===== src/rtl/mtl_scan_timing_pkg.sv =====
// Shared panel constants, coordinate widths and the sync strobe bundle for
// the MTL raster scan path.
package mtl_timing_pkg;

  localparam int X_W = 11;
  localparam int Y_W = 10;

  localparam int DEF_H_ACTIVE = 800;
  localparam int DEF_H_FP     = 210;
  localparam int DEF_H_SYNC   = 30;
  localparam int DEF_H_BP     = 16;
  localparam int DEF_H_TOTAL  = DEF_H_ACTIVE + DEF_H_FP + DEF_H_SYNC + DEF_H_BP;

  localparam int DEF_V_ACTIVE = 480;
  localparam int DEF_V_FP     = 22;
  localparam int DEF_V_SYNC   = 13;
  localparam int DEF_V_BP     = 10;
  localparam int DEF_V_TOTAL  = DEF_V_ACTIVE + DEF_V_FP + DEF_V_SYNC + DEF_V_BP;

  typedef struct packed {
    logic hs_n;
    logic vs_n;
    logic de;
  } sync_t;

  localparam sync_t SYNC_IDLE = '{hs_n: 1'b1, vs_n: 1'b1, de: 1'b0};

endpackage


===== src/rtl/mtl_scan_timing_if.sv =====
// Scan bus: enable from the consumer side, coordinates and strobes from the
// timing generator.
interface mtl_scan_if;
  import mtl_timing_pkg::*;

  logic           en;
  logic [X_W-1:0] x_cnt;
  logic [Y_W-1:0] y_cnt;
  logic           line_start;
  logic           frame_start;
  logic           hsync_n;
  logic           vsync_n;
  logic           de;

  modport master (
    input  en,
    output x_cnt, y_cnt, line_start, frame_start, hsync_n, vsync_n, de
  );

  modport slave (
    output en,
    input  x_cnt, y_cnt, line_start, frame_start, hsync_n, vsync_n, de
  );

endinterface


===== src/rtl/mtl_scan_timing_sync_delay.sv =====
// DEPTH-stage shift register for the sync strobes; stages idle inactive on
// reset and hold while the scan is frozen.
module sync_delay
  import mtl_timing_pkg::*;
#(
  parameter int DEPTH = 1
) (
  input  logic  clk,
  input  logic  reset,
  input  logic  en_i,
  input  sync_t din_i,
  output sync_t dout_o
);

  sync_t stage_q [DEPTH];

  always_ff @(posedge clk or posedge reset) begin
    if (reset) begin
      for (int i = 0; i < DEPTH; i++) stage_q[i] <= SYNC_IDLE;
    end else if (en_i) begin
      stage_q[0] <= din_i;
      for (int i = 1; i < DEPTH; i++) stage_q[i] <= stage_q[i-1];
    end
  end

  assign dout_o = stage_q[DEPTH-1];

endmodule


===== src/rtl/mtl_scan_timing.sv =====
// Raster scan generator: pixel coordinates plus sync/DE strobes delayed to
// line up with the registered colour outputs of downstream generators.
module mtl_scan_timing
  import mtl_timing_pkg::*;
#(
  parameter int H_ACTIVE = DEF_H_ACTIVE,
  parameter int H_FP     = DEF_H_FP,
  parameter int H_SYNC   = DEF_H_SYNC,
  parameter int H_BP     = DEF_H_BP,
  parameter int V_ACTIVE = DEF_V_ACTIVE,
  parameter int V_FP     = DEF_V_FP,
  parameter int V_SYNC   = DEF_V_SYNC,
  parameter int V_BP     = DEF_V_BP,
  parameter int PIPE_DLY = 1
) (
  input  logic        clk,
  input  logic        reset,
  mtl_scan_if.master  bus
);

  localparam int H_TOTAL = H_ACTIVE + H_FP + H_SYNC + H_BP;
  localparam int V_TOTAL = V_ACTIVE + V_FP + V_SYNC + V_BP;

  if (H_TOTAL > 2047 || V_TOTAL > 1023) begin : g_bad_total
    $error("mtl_scan_timing: H_TOTAL/V_TOTAL exceed coordinate widths");
  end
  if (PIPE_DLY < 0 || PIPE_DLY > 7) begin : g_bad_dly
    $error("mtl_scan_timing: PIPE_DLY must be 0..7");
  end

  localparam logic [X_W-1:0] X_LAST   = X_W'(H_TOTAL - 1);
  localparam logic [X_W-1:0] X_VIS    = X_W'(H_ACTIVE);
  localparam logic [X_W-1:0] HS_FIRST = X_W'(H_ACTIVE + H_FP);
  localparam logic [X_W-1:0] HS_LAST  = X_W'(H_ACTIVE + H_FP + H_SYNC - 1);
  localparam logic [Y_W-1:0] Y_LAST   = Y_W'(V_TOTAL - 1);
  localparam logic [Y_W-1:0] Y_VIS    = Y_W'(V_ACTIVE);
  localparam logic [Y_W-1:0] VS_FIRST = Y_W'(V_ACTIVE + V_FP);
  localparam logic [Y_W-1:0] VS_LAST  = Y_W'(V_ACTIVE + V_FP + V_SYNC - 1);

  logic [X_W-1:0] x_q, x_d;
  logic [Y_W-1:0] y_q, y_d;
  sync_t          raw, dly;

  always_ff @(posedge clk or posedge reset) begin
    if (reset) begin
      x_q <= '0;
      y_q <= '0;
    end else begin
      x_q <= x_d;
      y_q <= y_d;
    end
  end

  always_comb begin
    x_d = x_q;
    y_d = y_q;
    if (bus.en) begin
      if (x_q == X_LAST) begin
        x_d = '0;
        y_d = (y_q == Y_LAST) ? '0 : y_q + 1'b1;
      end else begin
        x_d = x_q + 1'b1;
      end
    end
  end

  always_comb begin
    raw.de   = (x_q < X_VIS) && (y_q < Y_VIS);
    raw.hs_n = !((x_q >= HS_FIRST) && (x_q <= HS_LAST));
    raw.vs_n = !((y_q >= VS_FIRST) && (y_q <= VS_LAST));
  end

  // Strobes are retimed; coordinates and start flags stay undelayed.
  if (PIPE_DLY == 0) begin : g_bypass
    assign dly = raw;
  end else begin : g_pipe
    sync_delay #(.DEPTH(PIPE_DLY)) u_dly (
      .clk    (clk),
      .reset  (reset),
      .en_i   (bus.en),
      .din_i  (raw),
      .dout_o (dly)
    );
  end

  assign bus.x_cnt       = x_q;
  assign bus.y_cnt       = y_q;
  assign bus.line_start  = (x_q == '0);
  assign bus.frame_start = (x_q == '0) && (y_q == '0);
  assign bus.hsync_n     = dly.hs_n;
  assign bus.vsync_n     = dly.vs_n;
  assign bus.de          = dly.de;

endmodule


===== src/flat_wrapper.sv =====
// flat-port wrapper written by rule: the top's interface ports become plain ports
module mtl_scan_timing_flat import mtl_timing_pkg::*;
#(
  parameter int H_ACTIVE = DEF_H_ACTIVE,
  parameter int H_FP     = DEF_H_FP,
  parameter int H_SYNC   = DEF_H_SYNC,
  parameter int H_BP     = DEF_H_BP,
  parameter int V_ACTIVE = DEF_V_ACTIVE,
  parameter int V_FP     = DEF_V_FP,
  parameter int V_SYNC   = DEF_V_SYNC,
  parameter int V_BP     = DEF_V_BP,
  parameter int PIPE_DLY = 1
)
  (clk, reset, bus_en, bus_x_cnt, bus_y_cnt, bus_line_start, bus_frame_start, bus_hsync_n, bus_vsync_n, bus_de);
  mtl_scan_if bus_i ();
  input  logic clk;
  input  logic reset;
  input wire logic [$bits(bus_i.en)-1:0] bus_en;
  output wire logic [$bits(bus_i.x_cnt)-1:0] bus_x_cnt;
  output wire logic [$bits(bus_i.y_cnt)-1:0] bus_y_cnt;
  output wire logic [$bits(bus_i.line_start)-1:0] bus_line_start;
  output wire logic [$bits(bus_i.frame_start)-1:0] bus_frame_start;
  output wire logic [$bits(bus_i.hsync_n)-1:0] bus_hsync_n;
  output wire logic [$bits(bus_i.vsync_n)-1:0] bus_vsync_n;
  output wire logic [$bits(bus_i.de)-1:0] bus_de;
  assign bus_i.en = bus_en;
  assign bus_x_cnt = bus_i.x_cnt;
  assign bus_y_cnt = bus_i.y_cnt;
  assign bus_line_start = bus_i.line_start;
  assign bus_frame_start = bus_i.frame_start;
  assign bus_hsync_n = bus_i.hsync_n;
  assign bus_vsync_n = bus_i.vsync_n;
  assign bus_de = bus_i.de;
  mtl_scan_timing #(.H_ACTIVE(H_ACTIVE), .H_FP(H_FP), .H_SYNC(H_SYNC), .H_BP(H_BP), .V_ACTIVE(V_ACTIVE), .V_FP(V_FP), .V_SYNC(V_SYNC), .V_BP(V_BP), .PIPE_DLY(PIPE_DLY)) u_core (.clk(clk), .reset(reset), .bus(bus_i));
endmodule

===== config.mk =====
export PLATFORM = sky130hd
export DESIGN_NAME = mtl_scan_timing_flat
export DESIGN_NICKNAME = d
export VERILOG_FILES = /design/src/rtl/mtl_scan_timing_pkg.sv /design/src/rtl/mtl_scan_timing_if.sv /design/src/rtl/mtl_scan_timing_sync_delay.sv /design/src/rtl/mtl_scan_timing.sv /design/src/flat_wrapper.sv
export SDC_FILE = /design/constraint.sdc
export NUM_CORES = 1
export LEC_CHECK = 0
export ABC_CLOCK_PERIOD_IN_PS = 2100
export BUFFER_PORTS_ARGS = -buffer_cell sky130_fd_sc_hd__buf_2
export CORE_ASPECT_RATIO = 0.9
export CORE_MARGIN = 5
export CORE_UTILIZATION = 35
export CTS_CLUSTER_SIZE = 12
export DETAILED_ROUTE_END_ITERATION = 16
export MAX_ROUTING_LAYER = met4
export PLACE_DENSITY_LB_ADDON = 0.25
export SETUP_SLACK_MARGIN = 0.15
export SLEW_MARGIN = 15
export SYNTH_ARGS = -nofsm -noshare
export SYNTH_HDL_FRONTEND = slang
export SYNTH_SLANG_ARGS = --single-unit

===== constraint.sdc =====
create_clock -name clk -period 2.1 [get_ports clk]
set_input_delay 0.42 -clock clk [delete_from_list [all_inputs] [get_ports clk]]
set_output_delay 0.42 -clock clk [all_outputs]
set_load 0.005 [all_outputs]

==> metrics.csv <==
metric;value;unit
status;finished with violations;
violations in the final reports;negative setup slack;
share of layout cells above drive strength 1;32.1;%
Yosys warnings;0;
Max transition margin;76.2;%
Post-synth EDFFs;0;
met2 Usage GRT;23.1;%
actual slew at the worst max-slew pin;0.354;ns
die height;69.0;µm
post-route ant nets;0;
commonest non-fill, non-tap cell in the layout;buf_2;
design area;0.00172;mm²
starting density of the core;36.3;%
core area;0.00373;mm²
register area share after synthesis;44.6;%
htree depth;1;
Die ar.;0.00521;mm²
Reg2Reg Depth;5;
crit path from;u_core.bus.x_cnt[5];
FF-to-FF Start;u_core.bus.x_cnt[1];
CP startpoint kind;flip-flop;
multi-input logic area;718;µm²
GRT busiest layer;met2;
dpl hpwl;2430;µm
sequential cell area;604;µm²
Hold Crit Class;input port to asynchronous set/reset pin;
Power Density;841;mW/mm²
IO Port Bufs;28;
grt met1 use;18.4;%
Fin. Hold Viols;0;
Syn Inst Count;140;
drt first pass iters;4;
post-route non-filler standard cell count;230;
CP required;1.68;ns
met3 usage;3.04;%
max-slew violations;0;
hold-fix buffers at CTS;0;
Clock Skew;0.00661;ns
routed length per instance;14.4;µm
placed instance count;222;
Nets;194;
Final period util;103;%
Vias;1212;
die width;75.5;µm
# rows;21;
number of buffers created by CTS;3;
GR Overflow Total;0;
Ant. Diodes;0;
mapped cell area;0.00135;mm²
clock buffer depth;2;
Total GRT Usage;14.5;%
Area Overhead vs Synth;27.1;%
crit-path max FO;3;
DRT Wirelength;3310;µm
Fmax achieved;463;MHz
ys flop type;dfrtp_1;
syn_nets;149;
RSZ-0062 raised after global routing;true;
Critical Path End Type;primary output;
vias in the first global route;1176;
setup ws final;-0.0594;ns
drt via density;5.27;
most frequent cells in the layout;buf_2, dfrtp_1, buf_4;
R2R Setup Slk;0.15;ns
pin count of the biggest net entering global routing;25;
FFs w/ async S/R, synth;100;%
Final Util;46.1;%
Max-Cap Viols;0;
Worst VDD drop;0.000457;V
kind of critical path;flip-flop to primary output;
end of the worst register-to-register path;u_core.bus.y_cnt[9];
Post-DP Area;0.00161;mm²
drc violations;0;
clock root buffer;clkbuf_8;
Tmin final;2.16;ns
Netlist cell types;38;
first-pass GRT wire length;5600;µm
syn avg cell area;9.66;µm²
IO Pins;29;
clock-pin slew on the worst setup and hold paths;0.08;ns
Yosys reg bits;24;
fill cell count;374;
clock insertion delay at the later pin of the skew report;0.26;ns
hold slack;0.179;ns
TritonCTS clock tree;yes;
Final setup viols;1;
setup TNS;-0.0594;ns
initial antenna violation count;0;
Sinks on Clock Net;24;
crit path DAT;1.74;ns
gpl congestion;0.881;
Lkg Pwr;0.839;nW
initial drt markers;82;
==> worst max-delay path by stage <==
| stage | to | cells after the start | slack [ns] |
|---|---|---|---|
| final | bus_frame_start | 5 | -0.06 |
| after floorplan | u_core.bus.y_cnt[6] | 6 | 0.15 |
| after global placement | bus_frame_start | 5 | 0.12 |
| after CTS | bus_frame_start | 5 | -0.05 |
| after global routing | bus_frame_start | 5 | -0.15 |
| after detailed placement | u_core.bus.y_cnt[9] | 4 | 0.08 |
==> power breakdown <==
part,internal [mW],switching (mW),total [mW]
combinational,0.279,0.260,0.540
sequential,0.535,0.0991,0.634
clock,0.135,0.137,0.272
==> logic make-up (layout without fill, tap and decap cells) <==
family                   Yosys count  in the layout  synth area share (%)
AO/OA/AOI/OAI                     30             30                  13.7
XOR/XNOR                           9              9                  5.83
adder cells (fa/ha/maj)            6              6                  5.55
buffers and inverters             14             58                  4.90
flip-flops                        24             24                  44.6
multiplexers                       2              2                  1.48
AND/OR/NAND/NOR                   55             55                  24.0
==> routing by layer <==
metal | routed length (µm) | up-vias
met1 | 1570 | 582
met4 | 43 | 0
met2 | 1550 | 33
met3 | 152 | 4
met5 | 0 | -
li1 | - | 593
==> critical path: stages (launching register included) <==
cell and delay (ns):
dfrtp_1 0.39, or3_4 0.42, nor3_4 0.13, and4b_1 0.23, and4b_1 0.20, buf_2 0.12
==> synth_stat cells (2+ instances only) <==
library cell | number | share of area (%)
or3_1 | 2 | 0.92
ha_1 | 6 | 5.6
o21ai_0 | 14 | 5.2
nor2_1 | 10 | 2.8
nand4_1 | 7 | 3.2
nor4_1 | 2 | 0.92
and3_1 | 2 | 0.92
dfrtp_1 | 22 | 41
inv_1 | 11 | 3.1
xnor2_1 | 6 | 3.9
and4b_1 | 2 | 1.5
nand3_1 | 6 | 2.2
a21oi_1 | 3 | 1.1
xor2_1 | 3 | 1.9
o31ai_1 | 4 | 2.2
nand2_1 | 14 | 3.9
mux2i_1 | 2 | 1.5
a31oi_1 | 3 | 1.4
dfstp_2 | 2 | 3.9
==> sequential cells by signal, summed over array words and instances, names as in the netlist <==
| name | cells |
|---|---|
| u_core.bus.x_cnt | 11 |
| u_core.g_pipe.u_dly.dout_o | 3 |
| u_core.bus.y_cnt | 10 |
==> stage by stage <==
| stage | setup WS [ns] | power (mW) |
|---|---|---|
| 3_3_place_gp | 0.123 | 1.05 |
| 4_1_cts | -0.0505 | 1.40 |
| 6_report | -0.0594 | 1.45 |
| 5_1_grt | -0.150 | 1.55 |
| 3_5_place_dp | 0.0812 | 1.08 |
| 2_1_floorplan | 0.146 | 0.879 |
==> layout make-up <==
| cell class | count | share of cell area (%) |
|---|---|---|
| clock buffers | 4 | 2.62 |
| multi-input cells | 102 | 41.8 |
| well taps | 46 | 3.35 |
| inverters | 11 | 2.40 |
| flip-flops and latches | 24 | 35.2 |
| repair buffers | 43 | 14.7 |
==> timing repair <==
item | in CTS | in global routing
gates resized for setup | 2 | 4
setup endpoints to repair | 3 | 3
pin swaps | 4 | 4
buffers inserted | 3 | 1
(Power assumes the default switching activity.)
